<file path="config.mk">
export PLATFORM = sky130hd
export DESIGN_NAME = minmax_tracker
export DESIGN_NICKNAME = d
export VERILOG_FILES = /design/src/rtl/minmax_pkg.sv /design/src/rtl/minmax_cmp_unit.sv /design/src/rtl/minmax_tracker.sv
export SDC_FILE = /design/constraint.sdc
export NUM_CORES = 1
export LEC_CHECK = 0
export BUFFER_PORTS_ARGS = -buffer_cell sky130_fd_sc_hd__buf_2
export CAP_MARGIN = 20
export CORE_ASPECT_RATIO = 1.25
export CORE_MARGIN = 2
export CORE_UTILIZATION = 58
export CTS_CLUSTER_SIZE = 30
export DETAILED_ROUTE_END_ITERATION = 6
export PLACE_DENSITY = 0.85
export SLEW_MARGIN = 20
export SYNTH_ARGS = -nofsm -noshare
export SYNTH_HDL_FRONTEND = slang
export SYNTH_HIERARCHICAL = 1
export SYNTH_SLANG_ARGS = --single-unit
</file>
<file path="constraint.sdc">
create_clock -name clk -period 6.3 [get_ports clk]
set_input_delay 0.315 -clock clk [delete_from_list [all_inputs] [get_ports clk]]
set_output_delay 0.315 -clock clk [all_outputs]
set_load 0.03 [all_outputs]
</file>
<file path="src/rtl/minmax_pkg.sv">
// Shared types and defaults for the min/max window tracker.
package minmax_pkg;

    localparam int DEF_DATA_W = 16;
    localparam int DEF_CNT_W  = 8;

    typedef enum logic [1:0] {
        IDLE   = 2'd0,
        ACCUM  = 2'd1,
        OUTPUT = 2'd2
    } state_e;

endpackage

</file>
<file path="src/rtl/minmax_cmp_unit.sv">
// Combinational magnitude compare of a against b.
// Signed two's-complement when MINMAX_SIGNED_EN is defined, unsigned otherwise.
module cmp_unit #(
    parameter int DATA_W = 16
) (
    input  logic [DATA_W-1:0] a,
    input  logic [DATA_W-1:0] b,
    output logic              lt,
    output logic              gt,
    output logic              eq
);

`ifdef MINMAX_SIGNED_EN
    assign lt = $signed(a) < $signed(b);
    assign gt = $signed(a) > $signed(b);
`else
    assign lt = a < b;
    assign gt = a > b;
`endif
    assign eq = (a == b);

endmodule

</file>
<file path="src/rtl/minmax_tracker.sv">
// Tracks min, max and saturating sample count over s_last-delimited windows.
// Build option MINMAX_SIGNED_EN selects signed compares (see cmp_unit).
module minmax_tracker
    import minmax_pkg::*;
#(
    parameter int DATA_W = DEF_DATA_W,
    parameter int CNT_W  = DEF_CNT_W
) (
    input  logic              clk,
    input  logic              rst_n,
    input  logic              s_valid,
    output logic              s_ready,
    input  logic [DATA_W-1:0] s_data,
    input  logic              s_last,
    output logic              m_valid,
    input  logic              m_ready,
    output logic [DATA_W-1:0] m_min,
    output logic [DATA_W-1:0] m_max,
    output logic [CNT_W-1:0]  m_count
);

    // Handshakes: a transfer happens on the rising edge where valid && ready;
    // a source never withdraws valid on its own and ready never depends on valid.

    state_e              state_q, state_d;
    logic [DATA_W-1:0]   min_q, min_d;
    logic [DATA_W-1:0]   max_q, max_d;
    logic [CNT_W-1:0]    cnt_q, cnt_d;
    logic                m_valid_q, m_valid_d;
    logic                accept;

    logic min_lt, min_gt, min_eq;
    logic max_lt, max_gt, max_eq;
    logic unused_cmp;

    cmp_unit #(.DATA_W(DATA_W)) u_cmp_min (
        .a  (s_data),
        .b  (min_q),
        .lt (min_lt),
        .gt (min_gt),
        .eq (min_eq)
    );

    cmp_unit #(.DATA_W(DATA_W)) u_cmp_max (
        .a  (s_data),
        .b  (max_q),
        .lt (max_lt),
        .gt (max_gt),
        .eq (max_eq)
    );

    assign unused_cmp = &{1'b0, min_gt, min_eq, max_lt, max_eq};

    // Gated by rst_n so the source sees no readiness while held in reset.
    assign s_ready = rst_n && (state_q != OUTPUT);
    assign accept  = s_valid && s_ready;

    always_comb begin
        state_d   = state_q;
        min_d     = min_q;
        max_d     = max_q;
        cnt_d     = cnt_q;
        m_valid_d = m_valid_q;
        case (state_q)
            IDLE: begin
                if (accept) begin
                    min_d = s_data;
                    max_d = s_data;
                    cnt_d = CNT_W'(1);
                    if (s_last) begin
                        state_d   = OUTPUT;
                        m_valid_d = 1'b1;
                    end else begin
                        state_d = ACCUM;
                    end
                end
            end
            ACCUM: begin
                if (accept) begin
                    if (min_lt) min_d = s_data;
                    if (max_gt) max_d = s_data;
                    if (cnt_q != {CNT_W{1'b1}}) cnt_d = cnt_q + CNT_W'(1);
                    if (s_last) begin
                        state_d   = OUTPUT;
                        m_valid_d = 1'b1;
                    end
                end
            end
            OUTPUT: begin
                if (m_ready) begin
                    state_d   = IDLE;
                    m_valid_d = 1'b0;
                end
            end
            default: begin
                state_d   = IDLE;
                m_valid_d = 1'b0;
            end
        endcase
    end

    always_ff @(posedge clk or negedge rst_n) begin
        if (!rst_n) begin
            state_q   <= IDLE;
            min_q     <= '0;
            max_q     <= '0;
            cnt_q     <= '0;
            m_valid_q <= 1'b0;
        end else begin
            state_q   <= state_d;
            min_q     <= min_d;
            max_q     <= max_d;
            cnt_q     <= cnt_d;
            m_valid_q <= m_valid_d;
        end
    end

    assign m_valid = m_valid_q;
    assign m_min   = min_q;
    assign m_max   = max_q;
    assign m_count = cnt_q;

endmodule

</file>
==> metrics.txt <==
CTS Buffer Depth=2; Period Utilization, post-route=43.6%; Mapped Area=2740 um^2; Final #Nets=363; Fin. Hold Viols=0; pin count of the biggest net entering global routing=51; Fmax achieved=364 MHz; Worst R2R Setup Slack=3.55 ns; vias in the first global route=2151; die width=65.4 um; Routability Congestion=0.817; hold buffer count at cts=0; HP Class=input port to asynchronous set/reset pin; first-pass GRT wire length=9900 um; Pwr Density=439 nW/um^2; Place WS=3.51 ns; clock sink count=43; number of antenna cells inserted=0; clk_lat worst skew=0.30 ns; final worst setup slack=3.55 ns; Setup TNS=0 ns; share of layout cells above drive strength 1=34.8%; CTS tree=done; clock-pin slew on the worst setup and hold paths=0.08 ns; first drt pass iteration count=5; cell count after placement=360; DIE AREA=5280 um^2; critical path class=register to register; via count=2074; top-level I/O count=63; Starting Density=61.3%; peak supply drop=247 uV; drt drc=0; Gates resized, CTS repair=0; antenna viol nets, final=0; max-slew violations=0; worst slew pin tran=0.974 ns; DR iter-0 viols=128; crit path launch type=register; WP data required=6.48 ns; RSZ-0062 raised after global routing=false; CP Capture Type=register; Syn Inst Count=244; minimum clock period=2.75 ns; Worst Clk Skew=0.00850 ns; CTS Root Cell=clkbuf_8; yosys warns=6; total CTS buffers=5; area grow syn2layout=16.0%; setup repair bufs after CTS=0; H-tree depth=2; gr ovfl total=0; DRT Wirelength=5770 um; syn_nets=298; Port Buf Inserts=62; hpwl dp=4380 um; Data arrival, critical path=2.93 ns; initial antenna violation count=0; Layout fillers=347; slew margin rel.=35.1%; via/cell ratio=5.64; max cap viols=0; Leak Pwr=1.66 nW; syn avg cell area=11.2 um^2; Routed WL per cell=15.7 um; Die Y=80.8 um; run status=finished, final reports clean; Final setup viols=0; Total Power=1.39 mW; Hold Slack=0.102 ns; # rows=27; CP max FO=16; Post-Layout Cell Count=368; GRT Total Usage=24.4%; core box area=4460 um^2
routing by layer:
metal,share of wire (%),track usage (%),wire (um),vias up
met5,0,0,0,-
met4,1.8,7.71,102,0
met3,4.2,4.43,244,10
met2,52,43.7,3000,60
met1,42,29.7,2420,995
li1,-,-,-,1009
placed cells by master (no fill, tap or decap), types with 2 or more instances in the layout:
cell type  instances
a2111o_1           2
a211o_1            3
a211oi_1           2
a21oi_1           14
a22oi_1            2
a31oi_1            2
a41oi_1            2
and3_1             4
buf_2             62
clkbuf_8           6
dfrtp_1           43
ha_1              33
inv_1             37
mux2_2            13
mux2_4            20
nand2_1           10
nand2b_1           3
nand3_1            4
nand4_1            6
nand4_2            2
nor2_1             6
nor2b_1            2
nor3_1             2
nor4_1             4
o211a_1            2
o211ai_1           2
o21a_1             2
o21ai_0            7
power by group:
group	switching, mW	internal [mW]	leakage, nW
combinational	0.425	0.278	1.09
sequential	0.0956	0.374	0.508
clock	0.0927	0.128	0.0612
state kept, by name (all words and copies together), names as in the netlist:
| signal | count |
|---|---|
| m_max | 16 |
| state_q | 2 |
| m_valid | 1 |
| m_count | 8 |
| m_min | 16 |
per-stage QoR:
| stage | area, um^2 | utilization, % |
|---|---|---|
| 6_report | 3170 | 71.2 |
| 3_3_place_gp | 3060 | 68.5 |
| 3_5_place_dp | 3060 | 68.5 |
| 2_1_floorplan | 2740 | - |
| 4_1_cts | 3170 | 71.2 |
| 5_1_grt | 3170 | 71.2 |
worst max-delay path: stages, from the launching register on:
cell	delay [ns]
dfrtp_1	0.37
inv_1	0.05
ha_1	0.32
nand4_2	0.16
a2111o_1	0.41
a31oi_1	0.18
o21a_1	0.73
mux2_2	0.41
final timing paths:
path                            startpoint         end  depth (start not counted)
worst max-delay path             m_max[15]    m_max[1]                          7
worst min-delay path                 rst_n   m_min[12]                          2
worst max register to register   m_max[15]    m_max[1]                          7
worst min register to register    m_min[1]    m_min[1]                          1
max in group asynchronous            rst_n    m_min[4]                          2
min in group clk                    s_last  state_q[0]                          2
layout make-up:
| cell class | count | area (um^2) | share of cell area [%] |
|---|---|---|---|
| Inverter | 37 | 139 | 4.38 |
| Clock inverter | 2 | 35.0 | 1.10 |
| Tap cell | 58 | 72.6 | 2.29 |
| Timing Repair Buffer | 63 | 318 | 10.0 |
| Clock buffer | 6 | 82.6 | 2.60 |
| Multi-Input combinational cell | 159 | 1450 | 45.7 |
| Sequential cell | 43 | 1080 | 33.9 |
No activity file was read; power rests on OpenSTA's default activity.
